**src/rtl/audio_pkg.sv**
```systemverilog
// Shared types and helpers for the audio codec arbiter: sample type, FSM states
// and the saturating sample adder.
package audio_pkg;

  localparam int unsigned SAMPLE_W = 24;

  typedef logic signed [SAMPLE_W-1:0] sample_t;

  typedef enum logic {IDLE, PLAY} arb_state_t;

  localparam sample_t SAMPLE_MAX = sample_t'({1'b0, {(SAMPLE_W-1){1'b1}}});
  localparam sample_t SAMPLE_MIN = sample_t'({1'b1, {(SAMPLE_W-1){1'b0}}});

  // One guard bit catches overflow; clamp to the representable extremes.
  function automatic sample_t sat_add(input sample_t a, input sample_t b);
    logic [SAMPLE_W:0] sum;
    sum = {a[SAMPLE_W-1], a} + {b[SAMPLE_W-1], b};
    if (sum[SAMPLE_W] != sum[SAMPLE_W-1]) begin
      sat_add = sum[SAMPLE_W] ? SAMPLE_MIN : SAMPLE_MAX;
    end else begin
      sat_add = sample_t'(sum[SAMPLE_W-1:0]);
    end
  endfunction

endpackage

```
**src/rtl/audio_arbiter_if.sv**
```systemverilog
// Codec handshake plus sound-source bus between the sources, the arbiter and the codec.
interface audio_arbiter_if
  import audio_pkg::*;
#(
  parameter int unsigned NUM_SRC = 4
);
  localparam int unsigned SRC_W = (NUM_SRC > 1) ? $clog2(NUM_SRC) : 1;

  logic                        read_ready;
  logic                        write_ready;
  logic                        read;
  logic                        write;
  logic                        sample_en;
  logic [NUM_SRC-1:0]          req;
  logic [NUM_SRC*SAMPLE_W-1:0] src_sample;
  sample_t                     writedata_left;
  sample_t                     writedata_right;
  logic [SRC_W-1:0]            active_src;
  logic                        busy;

  modport master (
    input  read_ready, write_ready, req, src_sample,
    output read, write, sample_en, writedata_left, writedata_right, active_src, busy
  );

  modport slave (
    output read_ready, write_ready, req, src_sample,
    input  read, write, sample_en, writedata_left, writedata_right, active_src, busy
  );

endinterface

```
**src/rtl/sample_mixer.sv**
```systemverilog
// Ducks the music by an arithmetic shift and adds it to the effect with saturation.
module sample_mixer
  import audio_pkg::*;
#(
  parameter int unsigned DUCK_SHIFT = 1
) (
  input  sample_t music,
  input  sample_t effect,
  output sample_t mix_c
);

  sample_t ducked_c;

  assign ducked_c = music >>> DUCK_SHIFT;
  assign mix_c    = sat_add(effect, ducked_c);

endmodule

```
**src/rtl/audio_arbiter.sv**
```systemverilog
// Fixed-priority owner of the codec write channel: music at index 0, one-shot
// effects above it, each effect timed in transferred codec samples.
module audio_arbiter
  import audio_pkg::*;
#(
  parameter int unsigned NUM_SRC      = 4,
  parameter int unsigned HOLD_SAMPLES = 4800,
  parameter int unsigned DUCK_SHIFT   = 1
) (
  input logic             clk,
  input logic             reset,
  audio_arbiter_if.master bus
);

  localparam int unsigned SRC_W  = (NUM_SRC > 1) ? $clog2(NUM_SRC) : 1;
  localparam int unsigned HOLD_W = $clog2(HOLD_SAMPLES + 1);
  localparam logic [HOLD_W-1:0] HOLD_INIT = HOLD_W'(HOLD_SAMPLES);

  arb_state_t         state;
  logic [SRC_W-1:0]   owner;
  logic [HOLD_W-1:0]  hold_cnt;
  logic [NUM_SRC-1:0] pending;
  sample_t            writedata;

  logic               xfer_c;
  logic               expire_c;
  logic [NUM_SRC-1:0] new_req_c;
  logic [NUM_SRC-1:0] cand_c;
  logic [SRC_W-1:0]   hi_req_c;
  logic [SRC_W-1:0]   hi_cand_c;
  sample_t            music_c;
  sample_t            effect_c;
  sample_t            mix_c;

  assign xfer_c        = bus.read_ready & bus.write_ready;
  assign bus.read      = xfer_c;
  assign bus.write     = xfer_c;
  assign bus.sample_en = xfer_c;

  // Music never requests ownership; it only plays when nothing else does.
  assign new_req_c = bus.req & ~NUM_SRC'(1);
  assign cand_c    = new_req_c | pending;
  assign expire_c  = (state == PLAY) && xfer_c && (hold_cnt == HOLD_W'(1));

  // Priority encoders: later (higher) indices overwrite earlier ones.
  always_comb begin
    hi_req_c  = '0;
    hi_cand_c = '0;
    for (int i = 1; i < NUM_SRC; i++) begin
      if (new_req_c[i]) hi_req_c = SRC_W'(i);
      if (cand_c[i])    hi_cand_c = SRC_W'(i);
    end
  end

  // Current owner's sample; music is lane 0.
  always_comb begin
    effect_c = '0;
    for (int i = 0; i < NUM_SRC; i++) begin
      if (owner == SRC_W'(i)) effect_c = sample_t'(bus.src_sample[i*SAMPLE_W +: SAMPLE_W]);
    end
  end

  assign music_c = sample_t'(bus.src_sample[SAMPLE_W-1:0]);

  sample_mixer #(
    .DUCK_SHIFT (DUCK_SHIFT)
  ) u_mixer (
    .music  (music_c),
    .effect (effect_c),
    .mix_c  (mix_c)
  );

  always_ff @(posedge clk) begin
    if (reset) begin
      state     <= IDLE;
      owner     <= '0;
      hold_cnt  <= '0;
      pending   <= '0;
      writedata <= '0;
    end else begin
      writedata <= (state == PLAY) ? mix_c : music_c;
      if (expire_c) begin
        // Expiry and fresh requests compete together for the next owner.
        owner   <= hi_cand_c;
        pending <= cand_c & ~(NUM_SRC'(1) << hi_cand_c);
        if (hi_cand_c != '0) begin
          state    <= PLAY;
          hold_cnt <= HOLD_INIT;
        end else begin
          state    <= IDLE;
          hold_cnt <= '0;
        end
      end else if ((new_req_c != '0) && (hi_req_c >= owner)) begin
        // Preempt or retrigger; the displaced owner is dropped, not queued.
        state    <= PLAY;
        owner    <= hi_req_c;
        hold_cnt <= HOLD_INIT;
        pending  <= pending | (new_req_c & ~(NUM_SRC'(1) << hi_req_c));
      end else begin
        pending <= pending | new_req_c;
        if ((state == PLAY) && xfer_c) hold_cnt <= hold_cnt - HOLD_W'(1);
      end
    end
  end

  assign bus.writedata_left  = writedata;
  assign bus.writedata_right = writedata;
  assign bus.active_src      = owner;
  assign bus.busy            = (state == PLAY);

endmodule

```
**src/flat_wrapper.sv**
```systemverilog
// flat-port wrapper written by rule: the top's interface ports become plain ports
module audio_arbiter_flat import audio_pkg::*;
#(
  parameter int unsigned NUM_SRC      = 4,
  parameter int unsigned HOLD_SAMPLES = 4800,
  parameter int unsigned DUCK_SHIFT   = 1
)
  (clk, reset, bus_read_ready, bus_write_ready, bus_req, bus_src_sample, bus_read, bus_write, bus_sample_en, bus_writedata_left, bus_writedata_right, bus_active_src, bus_busy);
  audio_arbiter_if #(.NUM_SRC(NUM_SRC)) bus_i ();
  input logic clk;
  input logic reset;
  input wire logic [$bits(bus_i.read_ready)-1:0] bus_read_ready;
  input wire logic [$bits(bus_i.write_ready)-1:0] bus_write_ready;
  input wire logic [$bits(bus_i.req)-1:0] bus_req;
  input wire logic [$bits(bus_i.src_sample)-1:0] bus_src_sample;
  output wire logic [$bits(bus_i.read)-1:0] bus_read;
  output wire logic [$bits(bus_i.write)-1:0] bus_write;
  output wire logic [$bits(bus_i.sample_en)-1:0] bus_sample_en;
  output wire logic [$bits(bus_i.writedata_left)-1:0] bus_writedata_left;
  output wire logic [$bits(bus_i.writedata_right)-1:0] bus_writedata_right;
  output wire logic [$bits(bus_i.active_src)-1:0] bus_active_src;
  output wire logic [$bits(bus_i.busy)-1:0] bus_busy;
  assign bus_i.read_ready = bus_read_ready;
  assign bus_i.write_ready = bus_write_ready;
  assign bus_i.req = bus_req;
  assign bus_i.src_sample = bus_src_sample;
  assign bus_read = bus_i.read;
  assign bus_write = bus_i.write;
  assign bus_sample_en = bus_i.sample_en;
  assign bus_writedata_left = bus_i.writedata_left;
  assign bus_writedata_right = bus_i.writedata_right;
  assign bus_active_src = bus_i.active_src;
  assign bus_busy = bus_i.busy;
  audio_arbiter #(.NUM_SRC(NUM_SRC), .HOLD_SAMPLES(HOLD_SAMPLES), .DUCK_SHIFT(DUCK_SHIFT)) u_core (.clk(clk), .reset(reset), .bus(bus_i));
endmodule
```
**config.mk**
```make
export PLATFORM = sky130hd
export DESIGN_NAME = audio_arbiter_flat
export DESIGN_NICKNAME = d
export VERILOG_FILES = /design/src/rtl/audio_pkg.sv /design/src/rtl/audio_arbiter_if.sv /design/src/rtl/sample_mixer.sv /design/src/rtl/audio_arbiter.sv /design/src/flat_wrapper.sv
export SDC_FILE = /design/constraint.sdc
export NUM_CORES = 1
export LEC_CHECK = 0
export ABC_AREA = 0
export CORE_MARGIN = 10
export CORE_UTILIZATION = 45
export CTS_CLUSTER_SIZE = 10
export DETAILED_ROUTE_END_ITERATION = 10
export PLACE_DENSITY = 0.89
export SKIP_CTS_REPAIR_TIMING = 1
export SLEW_MARGIN = 5
export SYNTH_ARGS = -nofsm -noshare
export SYNTH_HDL_FRONTEND = slang
export SYNTH_SLANG_ARGS = --single-unit
```
**constraint.sdc**
```tcl
create_clock -name clk -period 5.5 [get_ports clk]
set_clock_uncertainty 0.05 [all_clocks]
set_input_delay 0.55 -clock clk [delete_from_list [all_inputs] [get_ports clk]]
set_output_delay 0.55 -clock clk [all_outputs]
set_load 0.1 [all_outputs]
```
==> results.rst, run 1 <==
.. list-table::
   :header-rows: 1

   * - Metric
     - Value
   * - Delay contributed by the slowest stage of the critical path
     - 0.77 ns
   * - Leakage power
     - roughly 2.1 nW
   * - Quantity of I/O buffers inserted on ports
     - 156
   * - Final count of pins violating max slew
     - 0
   * - Most frequent cells in the layout
     - clkdlybuf4s50_1 (156), nor2_1 (51), a21oi_1 (46), dfxtp_1 (42), nand2_1 (37)
   * - Net count after synthesis
     - 605
   * - Maximum root-to-sink buffer count
     - 2
   * - Synth Register Bits
     - 43
   * - First-pass GRT wire length
     - around 22000 um
   * - Nature of the critical path startpoint
     - flip-flop
   * - Initial antenna violation count
     - 0
   * - Initial cell density of the core
     - 0.463
   * - Pin count of the biggest net entering global routing
     - 34
   * - Clock transition at the registers of the reported paths
     - 0.09 ns
   * - Via count of the first global-routing pass
     - ~4400
   * - Count of placed standard cells in the final layout, fillers left out
     - 704
   * - Average cell area after synthesis
     - around 8.6 um^2
   * - Start of the worst register-to-register path
     - u_core.bus.active_src[0]
   * - Ant diodes
     - 0
   * - DR vias/cell
     - ~6
   * - Critical path's slowest cell
     - dfxtp_2
   * - Capture instance of the worst register-to-register path
     - u_core.bus.writedata_left[10]
   * - Placer congestion estimate
     - 0.907
   * - Cell Rows
     - 34
   * - Required time of the critical path
     - 5.61 ns
   * - TritonCTS clock tree
     - done
   * - Final routed DRC violation total
     - 0
   * - Fraction of synthesized cell area taken by the top area cell type
     - 0.213
   * - Actual slew at the worst max-slew pin
     - around 1.0 ns
   * - Top Ports
     - ~160
   * - Vias after detailed routing
     - 4265
   * - Count of placed standard cells including taps
     - 696
   * - Core ar.
     - 0.00872 mm^2
   * - Largest fanout on the critical path
     - 21
   * - Largest cells by area after synthesis
     - dfxtp_1 (21%), mux4_2 (13%), ha_1 (8.7%)
   * - Cell at the root of the clock tree
     - clkbuf_8
   * - Detailed placer's ending HPWL
     - 11100 um
   * - Critical path data arrival time
     - 4.42 ns
   * - Summed instance area of the synthesized netlist
     - roughly 0.004 mm^2
   * - Sequential-to-total area share from yosys stat
     - 0.213
   * - Layout cell share with drive strength beyond 1
     - 0.106
   * - NumNets Final
     - 728
   * - Overall die area
     - 0.0132 mm^2
   * - Total global routing overflow
     - 0
   * - Crit path kind
     - reg -> reg
   * - Min cycle time layout
     - 4.31 ns
   * - Depth of the worst hold-timing path
     - 2
   * - Final design utilization
     - 0.639
   * - Number of antenna-violating nets in the routed design
     - 0
   * - Total count of hold-check failures in the final report
     - 0
   * - RSZ-0062 raised after global routing
     - no
   * - Synth area leader
     - dfxtp_1
   * - Number of iterations in the first detailed-routing pass
     - 6
   * - Worst vdd rail ir drop
     - 183 uV
   * - Count of mapped cells out of synthesis
     - 472
   * - R2R depth
     - 12
   * - Beginning of the worst hold path
     - u_core.hold_cnt[6]
   * - Worst max-slew margin expressed relative to the limit
     - 0.319
   * - Total wire length
     - 13600 um
   * - Kind of end point of the critical path
     - flip-flop
   * - Number of sinks driven by the clock tree
     - 43
   * - Final-layout setup total negative slack
     - 0 ns
   * - Number of violations reported at the end of detailed-routing iteration 0
     - 234
   * - Cell chain of the critical path
     - buf_4 > mux4_2 > ha_1 > a21oi_1 > o21ai_0 > a221oi_1 > inv_1 > a21oi_1 > or2_1 > o21a_1 > buf_4 > a211oi_2
   * - Ys flop type
     - dfxtp_1
   * - H-tree depth
     - 2
   * - Worst Hold Endpoint
     - u_core.hold_cnt[6]
   * - Run status
     - finished, final reports clean
   * - Area growth, synth to finish
     - 37.9%
   * - Max-capacitance violation count
     - 0
   * - Leading cell type in the layout, fill and taps excluded
     - clkdlybuf4s50_1
   * - Max frequency
     - 232 MHz
   * - Die W
     - 115 um
   * - Die outline height
     - 115 um
   * - Yosys warning total
     - 0
   * - Distinct cell type count of the synthesized netlist
     - 61
   * - Pwr per Cell Area
     - approximately 360 mW/mm^2
   * - Total setup violations reported at the end of the flow
     - 0
   * - Clk Latency, worst-skew pair
     - 0.29 ns
   * - Reg2Reg Setup Slack
     - between 1 and 1.5 ns
   * - Share of async-settable or async-resettable flops after synthesis
     - 0
   * - Overall fraction of global-route tracks in use
     - 0.199
   * - Final critical-path share of the clock period
     - 0.783
   * - Final routed wire length divided by cell count
     - 19.3 um
   * - Number of synthesized flops with an enable pin
     - 0
   * - Worst min path class
     - reg -> reg
   * - Total clock buffers created by CTS
     - 5
## cell type report
class,count,area (um^2)
flip-flops and latches,43,862
clock inverters,2,12.5
inverters,15,56.3
multi-input cells,367,2820
clock buffers,6,72.6
repair buffers,163,1610
fillers,708,3150
well taps,108,135
## sequential cells by signal (all words and copies together), names as in the netlist
register / count
u_core.bus.busy: 1
u_core.bus.writedata_left: 24
u_core.bus.active_src: 2
u_core.hold_cnt: 13
u_core.pending: 3
## cells by family (layout without fill, tap and decap cells)
family / after synthesis / count (layout) / share of synthesized area
buf+inv: 62 / 186 / 0.0889
xor+xnor: 22 / 22 / 0.0496
simple gates: 153 / 153 / 0.176
fa+ha+maj: 29 / 29 / 0.0917
mux: 27 / 27 / 0.144
flops: 43 / 43 / 0.213
compound gates: 136 / 136 / 0.237
## how the worst max path moves through the flow
| stage | cells past startpoint | to | slack, ns | start |
|---|---|---|---|---|
| finish | 12 | u_core.bus.writedata_left[10] | 1.19 | u_core.bus.active_src[0] |
| global route | 12 | u_core.bus.writedata_left[4] | 0.81 | u_core.bus.active_src[0] |
| CTS | 12 | u_core.bus.writedata_left[6] | 1.20 | u_core.bus.active_src[0] |
| detailed placement | 13 | u_core.bus.writedata_left[6] | 1.20 | bus_src_sample[0] |
| global placement | 13 | u_core.bus.writedata_left[2] | 1.34 | bus_src_sample[0] |
| floorplan | 15 | u_core.bus.writedata_left[10] | 0.79 | u_core.bus.active_src[0] |
## metal layers
metal | vias to the layer above | track usage | part of all wire
li1 | 1992 | - | -
met1 | 2060 | 0.220 | 0.39
met2 | 180 | 0.374 | 0.52
met3 | 33 | 0.0385 | 0.072
met4 | 0 | 0.0569 | 0.022
met5 | - | 0 | 0
## synthesized netlist by cell type, types with 2 or more instances
cell	instances
a211oi_1	13
a211oi_2	10
a21o_1	5
a21oi_1	46
a21oi_2	2
a311oi_1	2
a31oi_1	4
and2_1	2
and3_1	2
buf_1	3
buf_2	2
buf_4	26
clkbuf_1	12
clkbuf_2	2
dfxtp_1	43
ha_1	28
inv_1	15
mux2i_1	2
mux4_2	24
nand2_1	37
nand2b_1	4
nand3_1	12
nand3_2	2
nand4_1	4
nor2_1	51
nor2b_1	2
nor3_1	19
nor4_1	7
o211ai_1	5
o211ai_2	2
o21a_1	3
o21ai_0	20
o21ai_1	2
o221a_2	4
o22ai_1	2
o31a_1	2
o41ai_1	2
or3_1	7
xnor2_1	13
xor2_1	8
## per-stage QoR
stage	area (um^2)	setup slack, ns	hold WS [ns]	total power [mW]
6_report	5570	1.19	0.433	2.01
5_1_grt	5570	0.812	0.459	2.12
4_1_cts	5570	1.20	0.435	2.01
3_5_place_dp	5490	1.20	0.424	1.81
3_3_place_gp	5490	1.34	0.413	1.78
2_1_floorplan	4040	0.791	0.399	1.51
## report_power, final
group          switching [mW]  leakage [nW]  internal (mW)
sequential             0.0431         0.358          0.360
clock                   0.109        0.0412         0.0889
combinational           0.940          1.74          0.472
total                    1.09          2.14          0.920
## worst max-delay path, delay by kind of cell, from the launching register on
kind / cells / cell delay (ns)
adder cells (fa/ha/maj): 1 / 0.44
multiplexers: 1 / 0.50
AND/OR/NAND/NOR: 1 / 0.31
AO/OA/AOI/OAI: 6 / 1.44
buffers and inverters: 3 / 0.65
flip-flops: 1 / 0.77
Power figures use the tool's default switching activity.
==> run 2: changes to the inputs <==
==> constraint.sdc (replaced) <==
create_clock -name clk -period 4.2 [get_ports clk]
set_clock_uncertainty 0.05 [all_clocks]
set_input_delay 0.42 -clock clk [delete_from_list [all_inputs] [get_ports clk]]
set_output_delay 0.42 -clock clk [all_outputs]
set_load 0.1 [all_outputs]
==> run 2 against run 1 <==
Cell count up 0.85%. Largest power group unchanged. Combinational power increased by 35%. Largest cell class unchanged. Sequential share of layout area decreased by 0.18 points. Via count is 0.75% lower. Clock power grew 33%. Sequential power rose by 28%. Register-to-register slack worse by 0.74 ns.
==> results.rst, run 2 (synthesized netlist as in run 1, its figures left out) <==
.. list-table::
   :header-rows: 1

   * - Metric
     - Value
   * - Run status
     - finished, final reports clean
   * - Kind of end point of the critical path
     - flip-flop
   * - Start point of the critical path
     - u_core.bus.active_src[0]
   * - Number of sinks driven by the clock tree
     - 43
   * - Most frequent cells in the layout
     - clkdlybuf4s50_1 (155), nor2_1 (51), a21oi_1 (46), dfxtp_1 (41), nand2_1 (37)
   * - Nature of the critical path startpoint
     - flip-flop
   * - Capture instance of the worst register-to-register path
     - u_core.bus.writedata_left[19]
   * - Critical path data arrival time
     - 3.94 ns
   * - Final routed wire length divided by cell count
     - 19.4 um
   * - Via count of the first global-routing pass
     - 4318
   * - Min cycle time layout
     - 3.75 ns
   * - Ant diodes
     - 0
   * - Final-layout setup total negative slack
     - 0 ns
   * - H-tree depth
     - 2
   * - Final routed DRC violation total
     - 0
   * - Top Ports
     - 158
   * - Initial antenna violation count
     - 0
   * - Fillers
     - 672
   * - Crit path capture
     - u_core.bus.writedata_left[19]
   * - Worst vdd rail ir drop
     - ~240 uV
   * - RSZ-0062 raised after global routing
     - no
   * - Quantity of I/O buffers inserted on ports
     - roughly 160
   * - Max-capacitance violation count
     - 0
   * - DR vias/cell
     - 5.96
   * - Final count of pins violating max slew
     - 0
   * - Leakage power
     - 2.17 nW
   * - Cell Rows
     - 34
   * - Total setup violations reported at the end of the flow
     - 0
   * - Overall power after layout
     - 2.69 mW
   * - Worst min path class
     - reg -> reg
   * - Overall die area
     - 0.0132 mm^2
   * - Dpl cell area
     - 0.00556 mm^2
   * - TritonCTS clock tree
     - done
   * - Clk Latency, worst-skew pair
     - 0.29 ns
   * - Cell at the root of the clock tree
     - clkbuf_8
   * - Number of antenna-violating nets in the routed design
     - 0
   * - Pwr per Cell Area
     - 477 mW/mm^2
   * - Largest fanout on the critical path
     - 23
   * - Clock transition at the registers of the reported paths
     - 0.09 ns
   * - Crit path setup slack, layout
     - 0.449 ns
   * - Number of flip-flops under the largest register name
     - 24
   * - Placer congestion estimate
     - slightly above 0.9
   * - Area growth, synth to finish
     - 39.7%
   * - Leading cell type in the layout, fill and taps excluded
     - clkdlybuf4s50_1
   * - Start of the worst register-to-register path
     - u_core.bus.active_src[0]
   * - Number of iterations in the first detailed-routing pass
     - 5
   * - Detailed placer's ending HPWL
     - 11200 um
   * - R2R depth
     - 11
   * - NumNets Final
     - 734
   * - Area of all placed cells without fillers
     - 0.00565 mm^2
   * - Actual slew at the worst max-slew pin
     - 1.01 ns
   * - Number of violations reported at the end of detailed-routing iteration 0
     - 292
   * - Final critical-path share of the clock period
     - 0.893
   * - Max frequency
     - 267 MHz
   * - Crit path kind
     - reg -> reg
   * - Pin count of the biggest net entering global routing
     - 35
   * - First-pass GRT wire length
     - 22100 um
   * - Reg2Reg Setup Slack
     - 0.45 ns
   * - Initial cell density of the core
     - 0.463
   * - Worst max-slew margin expressed relative to the limit
     - 0.327
   * - Die outline height
     - 115 um
   * - Required time of the critical path
     - 4.39 ns
   * - Total clock buffers created by CTS
     - 5
   * - Maximum root-to-sink buffer count
     - 2
   * - Total count of hold-check failures in the final report
     - 0
   * - Overall fraction of global-route tracks in use
     - 0.202
   * - Layout cell share with drive strength beyond 1
     - 0.120
   * - Die W
     - between 100 and 150 um
   * - Total wire length
     - approximately 14000 um
   * - Vias after detailed routing
     - 4233
   * - Worst Setup Slack post-DPL
     - 0.279 ns
   * - Total global routing overflow
     - 0
   * - Core ar.
     - 0.00872 mm^2
==> run 2: changes by cell type in the layout (fill, tap and decap cells not counted), sizes merged <==
cell	change
clkbuf	-1
clkdlybuf4s50	-1
buf	+7
clkinvlp	+1
==> run 2: layout make-up <==
cell class                 count  area [um^2]  area share
clock buffer                   5         68.8      0.0122
clock inverter                 3         20.0     0.00355
inverter                      15         56.3     0.00997
multi-input combinational    367         2820       0.500
sequential                    43          863       0.153
tap                          108          135      0.0239
timing repair buffer         169         1680       0.298
==> run 2: worst min-delay path by stage <==
stage,startpoint,endpoint,slack (ns),depth (start not counted)
floorplan,u_core.hold_cnt[6],u_core.hold_cnt[6],0.40,2
global placement,u_core.hold_cnt[6],u_core.hold_cnt[6],0.41,2
detailed placement,u_core.hold_cnt[6],u_core.hold_cnt[6],0.43,2
CTS,u_core.hold_cnt[6],u_core.hold_cnt[6],0.44,2
global route,u_core.hold_cnt[6],u_core.hold_cnt[6],0.47,2
finish,u_core.hold_cnt[6],u_core.hold_cnt[6],0.44,2
==> run 2: critical path, cell delays in order, from the launching register on <==
cell and delay [ns]:
dfxtp_2 0.41, buf_12 0.23, mux4_2 0.57, ha_1 0.31, a211oi_1 0.28, o21ai_1 0.19
o2111a_1 0.33, o21ai_0 0.38, o21ai_0 0.17, a221o_1 0.34, o21ai_0 0.21, o221a_2 0.20
==> run 2: per-layer routing <==
metal | track usage | vias up | wire length (um)
li1 | - | 2003 | -
met5 | 0 | - | 0
met2 | 0.353 | 194 | 6920
met4 | 0.0479 | 0 | 231
met1 | 0.248 | 2016 | 5540
met3 | 0.0406 | 20 | 1050
==> run 2: report_power, final <==
part / internal (mW) / switching, mW
Clock: 0.116 / 0.148
Combinational: 0.650 / 1.26
Sequential: 0.471 / 0.0447
Total: 1.24 / 1.45
==> run 2: metrics by stage <==
stage	utilization	hold WS, ns	instances
5_1_grt	0.647	0.472	710
3_3_place_gp	0.637	0.412	702
2_1_floorplan	-	0.399	472
6_report	0.647	0.444	710
3_5_place_dp	0.637	0.430	702
4_1_cts	0.647	0.442	710
==> run 3: changes to the inputs <==
--- a/config.mk
+++ b/config.mk
@@ -5,11 +5,12 @@
 export SDC_FILE = /design/constraint.sdc
 export NUM_CORES = 1
 export LEC_CHECK = 0
-export ABC_AREA = 0
+export ABC_AREA = 1
 export CORE_MARGIN = 10
-export CORE_UTILIZATION = 45
+export CORE_UTILIZATION = 46
 export CTS_CLUSTER_SIZE = 10
 export DETAILED_ROUTE_END_ITERATION = 10
+export GPL_ROUTABILITY_DRIVEN = 0
 export PLACE_DENSITY = 0.89
 export SKIP_CTS_REPAIR_TIMING = 1
 export SLEW_MARGIN = 5
==> run 3 against run 2 <==
Synthesized cell count rose by 53%. Area after synthesis is 9.4% higher. Critical path depth up 9. Global-route usage decreased by 0.054 points. Clock power up 27%. Sequential power up 2%. Wire length increased by 6.5%. Non-clock buffer count decreased by 6.
==> results.rst, run 3 <==
.. list-table::
   :header-rows: 1

   * - Metric
     - Value
   * - Run status
     - finished, final reports clean
   * - Nature of the critical path startpoint
     - flip-flop
   * - Summed instance area of the synthesized netlist
     - 0.00442 mm^2
   * - Critical path data arrival time
     - 3.88 ns
   * - Distinct cell type count of the synthesized netlist
     - slightly above 40
   * - Leakage power
     - ~2.7 nW
   * - Post-route worst hold slack
     - 0.395 ns
   * - Most frequent cells in the layout
     - nand2_1 (181), clkdlybuf4s50_1 (156), o21ai_0 (86), inv_1 (78), nand3_1 (55)
   * - Core ar.
     - a little over 0.009 mm^2
   * - Cell Rows
     - 35
   * - Count of placed standard cells in the final layout, fillers left out
     - 975
   * - Area growth, synth to finish
     - 36.0%
   * - Largest fanout on the critical path
     - 28
   * - Sequential-to-total area share from yosys stat
     - 0.195
   * - Total global routing overflow
     - 0
   * - Number of antenna-violating nets in the routed design
     - 0
   * - Total wire length
     - between 10000 and 15000 um
   * - Clock transition at the registers of the reported paths
     - 0.09 ns
   * - Count of placed standard cells including taps
     - 966
   * - Final critical-path share of the clock period
     - 0.879
   * - Capture instance of the worst register-to-register path
     - u_core.bus.writedata_left[17]
   * - Critical path's slowest cell
     - dfxtp_1
   * - Synth area leader
     - dfxtp_1
   * - Total clock buffers created by CTS
     - 5
   * - Net count after synthesis
     - 855
   * - Maximum root-to-sink buffer count
     - 2
   * - Count of mapped cells out of synthesis
     - 722
   * - Die W
     - 118 um
   * - TritonCTS clock tree
     - done
   * - Top cells by instance count after synthesis
     - nand2_1 (181), o21ai_0 (86), inv_1 (78), nand3_1 (55), a21oi_1 (48)
   * - Max frequency
     - 271 MHz
   * - Critical path depth in cells
     - 20
   * - Largest cells by area after synthesis
     - dfxtp_1 (19%), nand2_1 (15%), o21ai_0 (9.7%)
   * - RSZ-0062 raised after global routing
     - no
   * - Kind of end point of the critical path
     - flip-flop
   * - Required time of the critical path
     - roughly 4.4 ns
   * - Pin count of the biggest net entering global routing
     - 37
   * - Delay contributed by the slowest stage of the critical path
     - 0.39 ns
   * - Reg2Reg Setup Slack
     - around 0.51 ns
   * - Number of violations reported at the end of detailed-routing iteration 0
     - approximately 440
   * - Final routed DRC violation total
     - 0
   * - Actual slew at the worst max-slew pin
     - 0.991 ns
   * - Fraction of synthesized cell area taken by the top area cell type
     - 0.195
   * - Worst vdd rail ir drop
     - ~300 uV
   * - Initial cell density of the core
     - 0.476
   * - Top Ports
     - 158
   * - Critical path buffer and inverter count
     - 5
   * - Ys flop type
     - dfxtp_1
   * - H-tree depth
     - 2
   * - Number of iterations in the first detailed-routing pass
     - 5
   * - Crit path capture
     - u_core.bus.writedata_left[17]
   * - Initial antenna violation count
     - 1
   * - Overall die area
     - 0.0139 mm^2
   * - Detailed placer's ending HPWL
     - 11700 um
   * - Critical Path Most Common Cell
     - nand2_2
   * - Final count of pins violating max slew
     - 0
   * - Yosys warning total
     - 0
   * - R2R depth
     - 20
   * - First-pass GRT wire length
     - 24100 um
   * - Overall fraction of global-route tracks in use
     - 0.201
   * - Clk Latency, worst-skew pair
     - ~0.30 ns
   * - Layout cell share with drive strength beyond 1
     - 0.0734
   * - Quantity of I/O buffers inserted on ports
     - 156
   * - Via count of the first global-routing pass
     - 5022
   * - Synth Register Bits
     - 43
   * - Crit path kind
     - reg -> reg
   * - Final routed wire length divided by cell count
     - 15.0 um
   * - Cell at the root of the clock tree
     - clkbuf_8
   * - Die outline height
     - 118 um
   * - Number of synthesized flops with an enable pin
     - 0
   * - NumNets Final
     - 977
   * - Worst min path class
     - reg -> reg
   * - Total setup violations reported at the end of the flow
     - 0
   * - Total count of hold-check failures in the final report
     - 0
   * - CP top delay family
     - simple AND/OR/NAND/NOR gates
   * - Pwr per Cell Area
     - between 400 and 500 mW/mm^2
   * - Start point of the critical path
     - u_core.bus.active_src[0]
   * - Number of sinks driven by the clock tree
     - 43
   * - Max-capacitance violation count
     - 0
   * - Vias after detailed routing
     - 5255
   * - Average cell area after synthesis
     - just over 6 um^2
   * - Cell chain of the critical path
     - buf_4 > inv_1 > nor2_1 > buf_4 > nand2_1 > nand3_1 > o21ai_0 > inv_1 > ha_1 > nand2_2 > inv_1 > a21oi_1 > nand2_2 > nand2_2 > nand3_2 > nand2_1 > nand2_1 > nand2_2 > nand3_1 > a21oi_1
   * - Most repeated cell in the gate-level netlist after synthesis
     - nand2_1
   * - Min cycle time layout
     - approximately 3.7 ns
   * - Share of async-settable or async-resettable flops after synthesis
     - 0
   * - Leading cell type in the layout, fill and taps excluded
     - nand2_1
   * - Worst max-slew margin expressed relative to the limit
     - 0.337
   * - Number of flip-flops under the largest register name
     - 24
   * - DR vias/cell
     - 5.39
   * - Start of the worst register-to-register path
     - u_core.bus.active_src[0]
   * - Final-layout setup total negative slack
     - 0 ns
run 3: area by class of cell:
cell class,instances,area [um^2]
clock inverters,3,43.8
repair buffers,163,1610
well taps,129,161
clock buffers,5,68.8
fillers,842,3280
multi-input cells,548,2940
diodes,1,2.50
inverters,83,317
flip-flops and latches,43,861
run 3: how the worst min path moves through the flow:
stage                                  start                  to  cells after the start
final                     u_core.hold_cnt[5]  u_core.hold_cnt[5]                      1
after global routing      u_core.hold_cnt[5]  u_core.hold_cnt[5]                      1
after CTS                 u_core.hold_cnt[5]  u_core.hold_cnt[5]                      1
after detailed placement  u_core.hold_cnt[5]  u_core.hold_cnt[5]                      1
after global placement    u_core.hold_cnt[5]  u_core.hold_cnt[5]                      1
after floorplan           u_core.hold_cnt[5]  u_core.hold_cnt[5]                      1
run 3: kinds of logic after synthesis:
logic type / synth area share
and+or+nand+nor: 0.334
adders and majority gates: 0.0838
AOI/OAI and AO/OA: 0.210
buffers and inverters: 0.141
xor gates and xnor gates: 0.0357
DFF: 0.195
run 3: routing by layer:
layer / up-vias / routed length (um) / global-route usage
met5: - / 0 / 0
met4: 0 / 389 / 0.0711
met3: 25 / 1370 / 0.0460
met2: 274 / 6390 / 0.321
met1: 2345 / 6500 / 0.258
li1: 2611 / - / -
run 3: power breakdown:
group	total [mW]	internal (mW)	switching (mW)
clock	0.336	0.177	0.159
combinational	2.14	0.630	1.51
sequential	0.525	0.477	0.0485
run 3: worst reg2reg max path, stage by stage (launching register included):
cell     delay (ns)
dfxtp_1        0.39
buf_4          0.33
inv_1          0.10
nor2_1         0.35
buf_4          0.27
nand2_1        0.08
nand3_1        0.06
o21ai_0        0.08
inv_1          0.06
ha_1           0.27
nand2_2        0.13
inv_1          0.04
a21oi_1        0.25
nand2_2        0.16
nand2_2        0.12
nand3_2        0.08
nand2_1        0.07
nand2_1        0.08
nand2_2        0.35
nand3_1        0.15
a21oi_1        0.16
run 3: stage by stage:
stage	power (mW)	worst slack, ns	area, um^2	utilization
final	3.00	0.506	6010	0.647
after detailed placement	2.65	-0.101	5890	0.634
after global routing	3.19	0.190	6010	0.647
after global placement	2.63	0.0179	5890	0.634
after CTS	2.98	-0.122	6000	0.646
after floorplan	2.22	0.497	4420	-
